==> src/rtl/alu_opy_if.sv <==
// Operand-Y stage bus: upstream request side and ALU-facing pair side.
interface alu_opy_if #(
  parameter int unsigned WIDTH   = 8,
  parameter int unsigned NUM_SRC = 4,
  parameter int unsigned CNT_W   = 8
);
  localparam int unsigned SEL_W = $clog2(NUM_SRC);

  logic                     IN_VALID;
  logic                     IN_READY;
  logic [WIDTH-1:0]         OPX_IN;
  logic [NUM_SRC*WIDTH-1:0] SRC_BUS;
  logic [SEL_W-1:0]         OPY_SEL;
  logic                     OUT_VALID;
  logic                     OUT_READY;
  logic [WIDTH-1:0]         OPX_OUT;
  logic [WIDTH-1:0]         OPY_OUT;
  logic                     SEL_ERR;
  logic [CNT_W-1:0]         ERR_CNT;

  // Driver of requests and consumer of pairs (upstream + ALU side)
  modport master (
    output IN_VALID, OPX_IN, SRC_BUS, OPY_SEL, OUT_READY,
    input  IN_READY, OUT_VALID, OPX_OUT, OPY_OUT, SEL_ERR, ERR_CNT
  );

  // The operand-Y stage itself
  modport slave (
    input  IN_VALID, OPX_IN, SRC_BUS, OPY_SEL, OUT_READY,
    output IN_READY, OUT_VALID, OPX_OUT, OPY_OUT, SEL_ERR, ERR_CNT
  );
endinterface

==> src/rtl/alu_opy_stage.sv <==
// Operand-Y select stage: picks Y from NUM_SRC sources, pairs it with X and
// hands the pair to the ALU through a 2-entry valid/ready skid buffer.
module alu_opy_stage #(
  parameter int unsigned WIDTH   = 8,
  parameter int unsigned NUM_SRC = 4,
  parameter int unsigned CNT_W   = 8
) (
  input logic   CLK,
  input logic   RST,
  alu_opy_if.slave bus
);
  localparam int unsigned SEL_W = $clog2(NUM_SRC);

  typedef struct packed {
    logic [WIDTH-1:0] x;
    logic [WIDTH-1:0] y;
    logic             err;
  } pair_t;

  typedef enum logic [1:0] {
    EMPTY = 2'd0,
    ONE   = 2'd1,
    FULL  = 2'd2
  } state_t;

  state_t           state_q, state_d;
  pair_t            main_q, main_d;
  pair_t            skid_q, skid_d;
  pair_t            new_pair;
  logic             out_valid_q, out_valid_d;
  logic             in_ready_q, in_ready_d;
  logic [CNT_W-1:0] cnt_q, cnt_d;
  logic [SEL_W:0]   sel_ext;
  logic             push, pop;

  // Operand-Y mux; out-of-range selects match no source and yield zero
  always_comb begin
    new_pair.x   = bus.OPX_IN;
    new_pair.y   = '0;
    sel_ext      = {1'b0, bus.OPY_SEL};
    new_pair.err = (sel_ext >= (SEL_W+1)'(NUM_SRC));
    for (int i = 0; i < int'(NUM_SRC); i++) begin
      if (bus.OPY_SEL == SEL_W'(i)) new_pair.y = bus.SRC_BUS[i*WIDTH +: WIDTH];
    end
  end

  assign push = bus.IN_VALID & in_ready_q;
  assign pop  = out_valid_q & bus.OUT_READY;

  // Skid-buffer next state, storage updates and saturating error count
  always_comb begin
    state_d = state_q;
    main_d  = main_q;
    skid_d  = skid_q;
    cnt_d   = cnt_q;
    unique case (state_q)
      EMPTY: begin
        if (push) begin
          main_d  = new_pair;
          state_d = ONE;
        end
      end
      ONE: begin
        if (push && pop) begin
          main_d = new_pair;
        end else if (push) begin
          skid_d  = new_pair;
          state_d = FULL;
        end else if (pop) begin
          state_d = EMPTY;
        end
      end
      FULL: begin
        if (pop) begin
          main_d  = skid_q;
          state_d = ONE;
        end
      end
      default: state_d = EMPTY;
    endcase
    if (push && new_pair.err && (cnt_q != {CNT_W{1'b1}})) cnt_d = cnt_q + CNT_W'(1);
    out_valid_d = (state_d != EMPTY);
    in_ready_d  = (state_d != FULL);
  end

  // State and storage registers; reset discards any in-flight pairs
  always_ff @(posedge CLK or posedge RST) begin
    if (RST) begin
      state_q     <= EMPTY;
      main_q      <= '0;
      skid_q      <= '0;
      out_valid_q <= 1'b0;
      in_ready_q  <= 1'b1;
      cnt_q       <= '0;
    end else begin
      state_q     <= state_d;
      main_q      <= main_d;
      skid_q      <= skid_d;
      out_valid_q <= out_valid_d;
      in_ready_q  <= in_ready_d;
      cnt_q       <= cnt_d;
    end
  end

  assign bus.IN_READY  = in_ready_q;
  assign bus.OUT_VALID = out_valid_q;
  assign bus.OPX_OUT   = main_q.x;
  assign bus.OPY_OUT   = main_q.y;
  assign bus.SEL_ERR   = main_q.err;
  assign bus.ERR_CNT   = cnt_q;
endmodule

==> src/flat_wrapper.sv <==
// flat-port wrapper written by rule: the top's interface ports become plain ports
module alu_opy_stage_flat 
#(
  parameter int unsigned WIDTH   = 8,
  parameter int unsigned NUM_SRC = 4,
  parameter int unsigned CNT_W   = 8
)
  (CLK, RST, bus_IN_VALID, bus_OPX_IN, bus_SRC_BUS, bus_OPY_SEL, bus_OUT_READY, bus_IN_READY, bus_OUT_VALID, bus_OPX_OUT, bus_OPY_OUT, bus_SEL_ERR, bus_ERR_CNT);
  alu_opy_if #(.WIDTH(WIDTH), .NUM_SRC(NUM_SRC), .CNT_W(CNT_W)) bus_i ();
  input logic CLK;
  input logic RST;
  input wire logic [$bits(bus_i.IN_VALID)-1:0] bus_IN_VALID;
  input wire logic [$bits(bus_i.OPX_IN)-1:0] bus_OPX_IN;
  input wire logic [$bits(bus_i.SRC_BUS)-1:0] bus_SRC_BUS;
  input wire logic [$bits(bus_i.OPY_SEL)-1:0] bus_OPY_SEL;
  input wire logic [$bits(bus_i.OUT_READY)-1:0] bus_OUT_READY;
  output wire logic [$bits(bus_i.IN_READY)-1:0] bus_IN_READY;
  output wire logic [$bits(bus_i.OUT_VALID)-1:0] bus_OUT_VALID;
  output wire logic [$bits(bus_i.OPX_OUT)-1:0] bus_OPX_OUT;
  output wire logic [$bits(bus_i.OPY_OUT)-1:0] bus_OPY_OUT;
  output wire logic [$bits(bus_i.SEL_ERR)-1:0] bus_SEL_ERR;
  output wire logic [$bits(bus_i.ERR_CNT)-1:0] bus_ERR_CNT;
  assign bus_i.IN_VALID = bus_IN_VALID;
  assign bus_i.OPX_IN = bus_OPX_IN;
  assign bus_i.SRC_BUS = bus_SRC_BUS;
  assign bus_i.OPY_SEL = bus_OPY_SEL;
  assign bus_i.OUT_READY = bus_OUT_READY;
  assign bus_IN_READY = bus_i.IN_READY;
  assign bus_OUT_VALID = bus_i.OUT_VALID;
  assign bus_OPX_OUT = bus_i.OPX_OUT;
  assign bus_OPY_OUT = bus_i.OPY_OUT;
  assign bus_SEL_ERR = bus_i.SEL_ERR;
  assign bus_ERR_CNT = bus_i.ERR_CNT;
  alu_opy_stage #(.WIDTH(WIDTH), .NUM_SRC(NUM_SRC), .CNT_W(CNT_W)) u_core (.CLK(CLK), .RST(RST), .bus(bus_i));
endmodule
==> config.mk <==
export PLATFORM = sky130hd
export DESIGN_NAME = alu_opy_stage_flat
export DESIGN_NICKNAME = d
export VERILOG_FILES = /design/src/rtl/alu_opy_if.sv /design/src/rtl/alu_opy_stage.sv /design/src/flat_wrapper.sv
export SDC_FILE = /design/constraint.sdc
export NUM_CORES = 1
export LEC_CHECK = 0
export CAP_MARGIN = 10
export CORE_ASPECT_RATIO = 1.1
export CORE_MARGIN = 2
export CORE_UTILIZATION = 35
export DETAILED_ROUTE_END_ITERATION = 16
export PLACE_DENSITY_LB_ADDON = 0.12
export SLEW_MARGIN = 20
export SYNTH_ARGS = -nofsm -noshare
export SYNTH_HDL_FRONTEND = slang
export SYNTH_SLANG_ARGS = --single-unit
==> constraint.sdc <==
create_clock -name CLK -period 1.66 [get_ports CLK]
set_clock_uncertainty 0.15 [all_clocks]
set_input_delay 0.249 -clock CLK [delete_from_list [all_inputs] [get_ports CLK]]
set_output_delay 0.249 -clock CLK [all_outputs]
set_load 0.05 [all_outputs]
==> flow_summary.toml <==
[run_status]
status = "complete, but fails checks"
violations = "setup timing"

[die]
initial_core_util_pct = 35.72
io-pin-count = 73
die_x_microns = 76.47
coreArea_sq_um = 5660
num_rows = 29
die_h_microns = 83.72
die_area_sq_um = 6402

[placed_design]
gp_congestion = 0.7085
hpwl_mm = 3.274
io_buffers = 63

[drt]
ant_nets = 0
num_vias = 1584
vias_per_cell = 4.771
dr.pass1.iters = 4
drtIter0Drc = 46
route.detailed.drc = 0
wl_per_cell_microns = 13.70
routed_wl_mm = 4.548

[worst_setup_path]
worstSetupStartpoint = "u_core.state_q[1]"
reg2reg_depth = 5
crit_type = "register to register"
cp.arrival_ns = 1.70
start_kind = "register"
r2r_start = "u_core.state_q[1]"
cp_data_required_time_ns = 1.67
path_max_fanout = 10
worst_setup_path_end_kind = "register"

[clock_network]
cts_tree = "yes"
path_clk_slew_ns = 0.08
root_buffer = "clkbuf_8"
cts_htree_levels = 2
cts_buffers = 5
clk_latency_ns = 0.28
cts_buffer_depth = 2
clock_sinks = 36
cts_hold_buf = 0

[timing]
final-hold-violation-count = 0
min_period_ns = 1.688
rsz0062_at_grt = "yes"
setup_tns_ns = -0.2297
fmax_mhz = 592.4
setup_slack_ns = -0.02797
slew_viol_final = 0
finalSetupViolCount = 14
fin_crit_sh_pct = 101.7

[flow_run]
maxCapViolations = 0

[grt]
grt_pass1_vias = 1495
grt_max_degree = 37
grt_usage_pct = 14.56
grt_pass1_wl_mm = 7.424
antenna_found_initial = 0
grt_overflow = 0

[pwr]
power.density_nw_per_um2 = 1709
power.leakage_nw = 1.364
p_total_mw = 5.112
ir_worst_vdd_uv = 1092

[yosys]
synth-seq-cells = 36
netlist_area_sq_um = 2022
ys_seq_area_share_pct = 44.62
synth_top_family_by_area = "multiplexers"
synth-compound-area-share_pct = 8.045
syn-instance-count = 173
avgSynthCellArea_sq_um = 11.69
ys_warn_count = 0
synthMuxAreaShare_pct = 30.75
synth.distinct_cells = 26
yosys.area_share.simple_pct = 6.126
synth_xor_area_share_pct = 0
synth_adder_area_share_pct = 0

[finish]
layout.nets = 300
drive_above_1_share_pct = 37.65
antennaDiodeCount = 0
syn2layout_area_growth_pct = 47.96

[min_path]
hold_class = "input port to async pin"
## kinds of logic after synthesis
family          after synthesis
simple gates                 25
mux                          56
other cells                   1
flops                        36
buf+inv                      32
compound gates               23
## stage by stage
| stage | instance area, sq um | worst slack [ns] | utilization [%] | std cells | hold WS [ns] |
|---|---|---|---|---|---|
| 2_1_floorplan | 2061 | -0.2735 | - | 181 | 0.2495 |
| 3_3_place_gp | 2844 | -0.3189 | 50.24 | 321 | 0.3327 |
| 3_5_place_dp | 2844 | -0.3508 | 50.24 | 321 | 0.3398 |
| 4_1_cts | 2948 | -0.03910 | 52.08 | 330 | 0.1568 |
| 5_1_grt | 2992 | -0.1113 | 52.85 | 332 | 0.1963 |
| 6_report | 2992 | -0.02797 | 52.85 | 332 | 0.1525 |
## per-layer routing
layer / vias to the layer above / track usage [%] / wire, microns
met5: - / 0 / 0
met4: 0 / 4.463 / 52
met3: 5 / 4.654 / 278
met2: 56 / 22.85 / 2176
met1: 762 / 19.20 / 2041
li1: 761 / - / -
## area by class of cell
class / count / area (sq um)
well taps: 77 / 96.34
clock inverters: 1 / 7.507
repair buffers: 88 / 907.1
fillers: 544 / 2669
multi-input cells: 113 / 953.4
clock buffers: 7 / 86.33
inverters: 10 / 37.54
flip-flops and latches: 36 / 903.4
## repair_timing
item,4_1_cts,5_1_grt
gates cloned,0,1
endpoints found under the setup margin,12,24
resized for setup,1,2
buffers inserted,1,2
## state kept, by name, summed over array words and instances, names as in the netlist
register              flops
u_core.bus.OUT_VALID      1
u_core.bus.IN_READY       1
u_core.state_q            2
u_core.bus.OPY_OUT        8
u_core.bus.OPX_OUT        8
u_core.skid_q            16
## worst max-delay path, cell delays in order, from the launching register on
cell and delay (ns):
dfrtp_1 0.37, and3b_2 0.24, o21bai_2 0.12, o31a_1 0.21, buf_12 0.15, mux2_2 0.33
## synthesized netlist by cell type
master	count	share of area [%]
mux2_4	3	2.2
nor2_1	8	1.5
o221ai_1	8	3.5
nand2_1	3	0.56
nand2b_1	2	0.62
buf_6	4	2.2
o31a_1	1	0.43
inv_1	10	1.9
o21bai_2	1	0.56
a21oi_1	8	2.0
o21ai_0	2	0.50
conb_1	1	0.19
buf_4	10	3.7
nand3_1	9	2.2
o21a_1	1	0.37
buf_12	1	0.99
nor2b_1	1	0.31
mux2i_1	16	7.9
clkbuf_1	4	0.74
dfstp_2	1	1.3
buf_2	3	0.74
a21boi_0	2	0.74
dfrtp_1	35	43
and3b_1	1	0.43
nand3_2	1	0.50
mux2_2	37	21
## power breakdown
group	switching (mW)	internal (mW)	leakage [nW]
clock network	0.314	0.337	0.0445
registers	0.260	1.33	0.419
logic	1.50	1.38	0.900
total	2.07	3.04	1.36
## cell usage in the layout, fill, tap and decap left out
| cell type | netlist | routed |
|---|---|---|
| clkinvlp_4 | 0 | 1 |
| o21ai_0 | 2 | 2 |
| o21a_1 | 1 | 1 |
| mux2_2 | 37 | 37 |
| a21oi_1 | 8 | 8 |
| nor2b_1 | 1 | 1 |
| buf_12 | 1 | 9 |
| o31a_1 | 1 | 1 |
| nand2b_2 | 0 | 1 |
| o21bai_2 | 1 | 1 |
| dfrtp_2 | 0 | 1 |
| mux2i_1 | 16 | 16 |
| conb_1 | 1 | 9 |
| buf_6 | 4 | 1 |
| dfrtp_1 | 35 | 34 |
| clkbuf_16 | 0 | 1 |
| mux2_4 | 3 | 3 |
| buf_4 | 10 | 32 |
| nand2b_1 | 2 | 1 |
| clkbuf_8 | 0 | 6 |
| clkbuf_1 | 4 | 1 |
| dfstp_2 | 1 | 1 |
| inv_1 | 10 | 10 |
| and3b_2 | 0 | 1 |
| o221ai_1 | 8 | 8 |
| nand3_1 | 9 | 9 |
| clkdlybuf4s50_1 | 0 | 45 |
| nor2_1 | 8 | 8 |
| nand3_4 | 0 | 1 |
| nand2_1 | 3 | 3 |
| a21boi_0 | 2 | 2 |
## final timing paths
kind | to | slack (ns)
max | u_core.bus.OPX_OUT[7] | -0.03
min | u_core.bus.OPY_OUT[3] | 0.15
max reg2reg | u_core.bus.OPX_OUT[7] | -0.03
min reg2reg | u_core.skid_q[16] | 0.35
max in group asynchronous | u_core.bus.IN_READY | 0.95
min in group CLK | u_core.skid_q[16] | 0.35
Power figures use the tool's default switching activity.
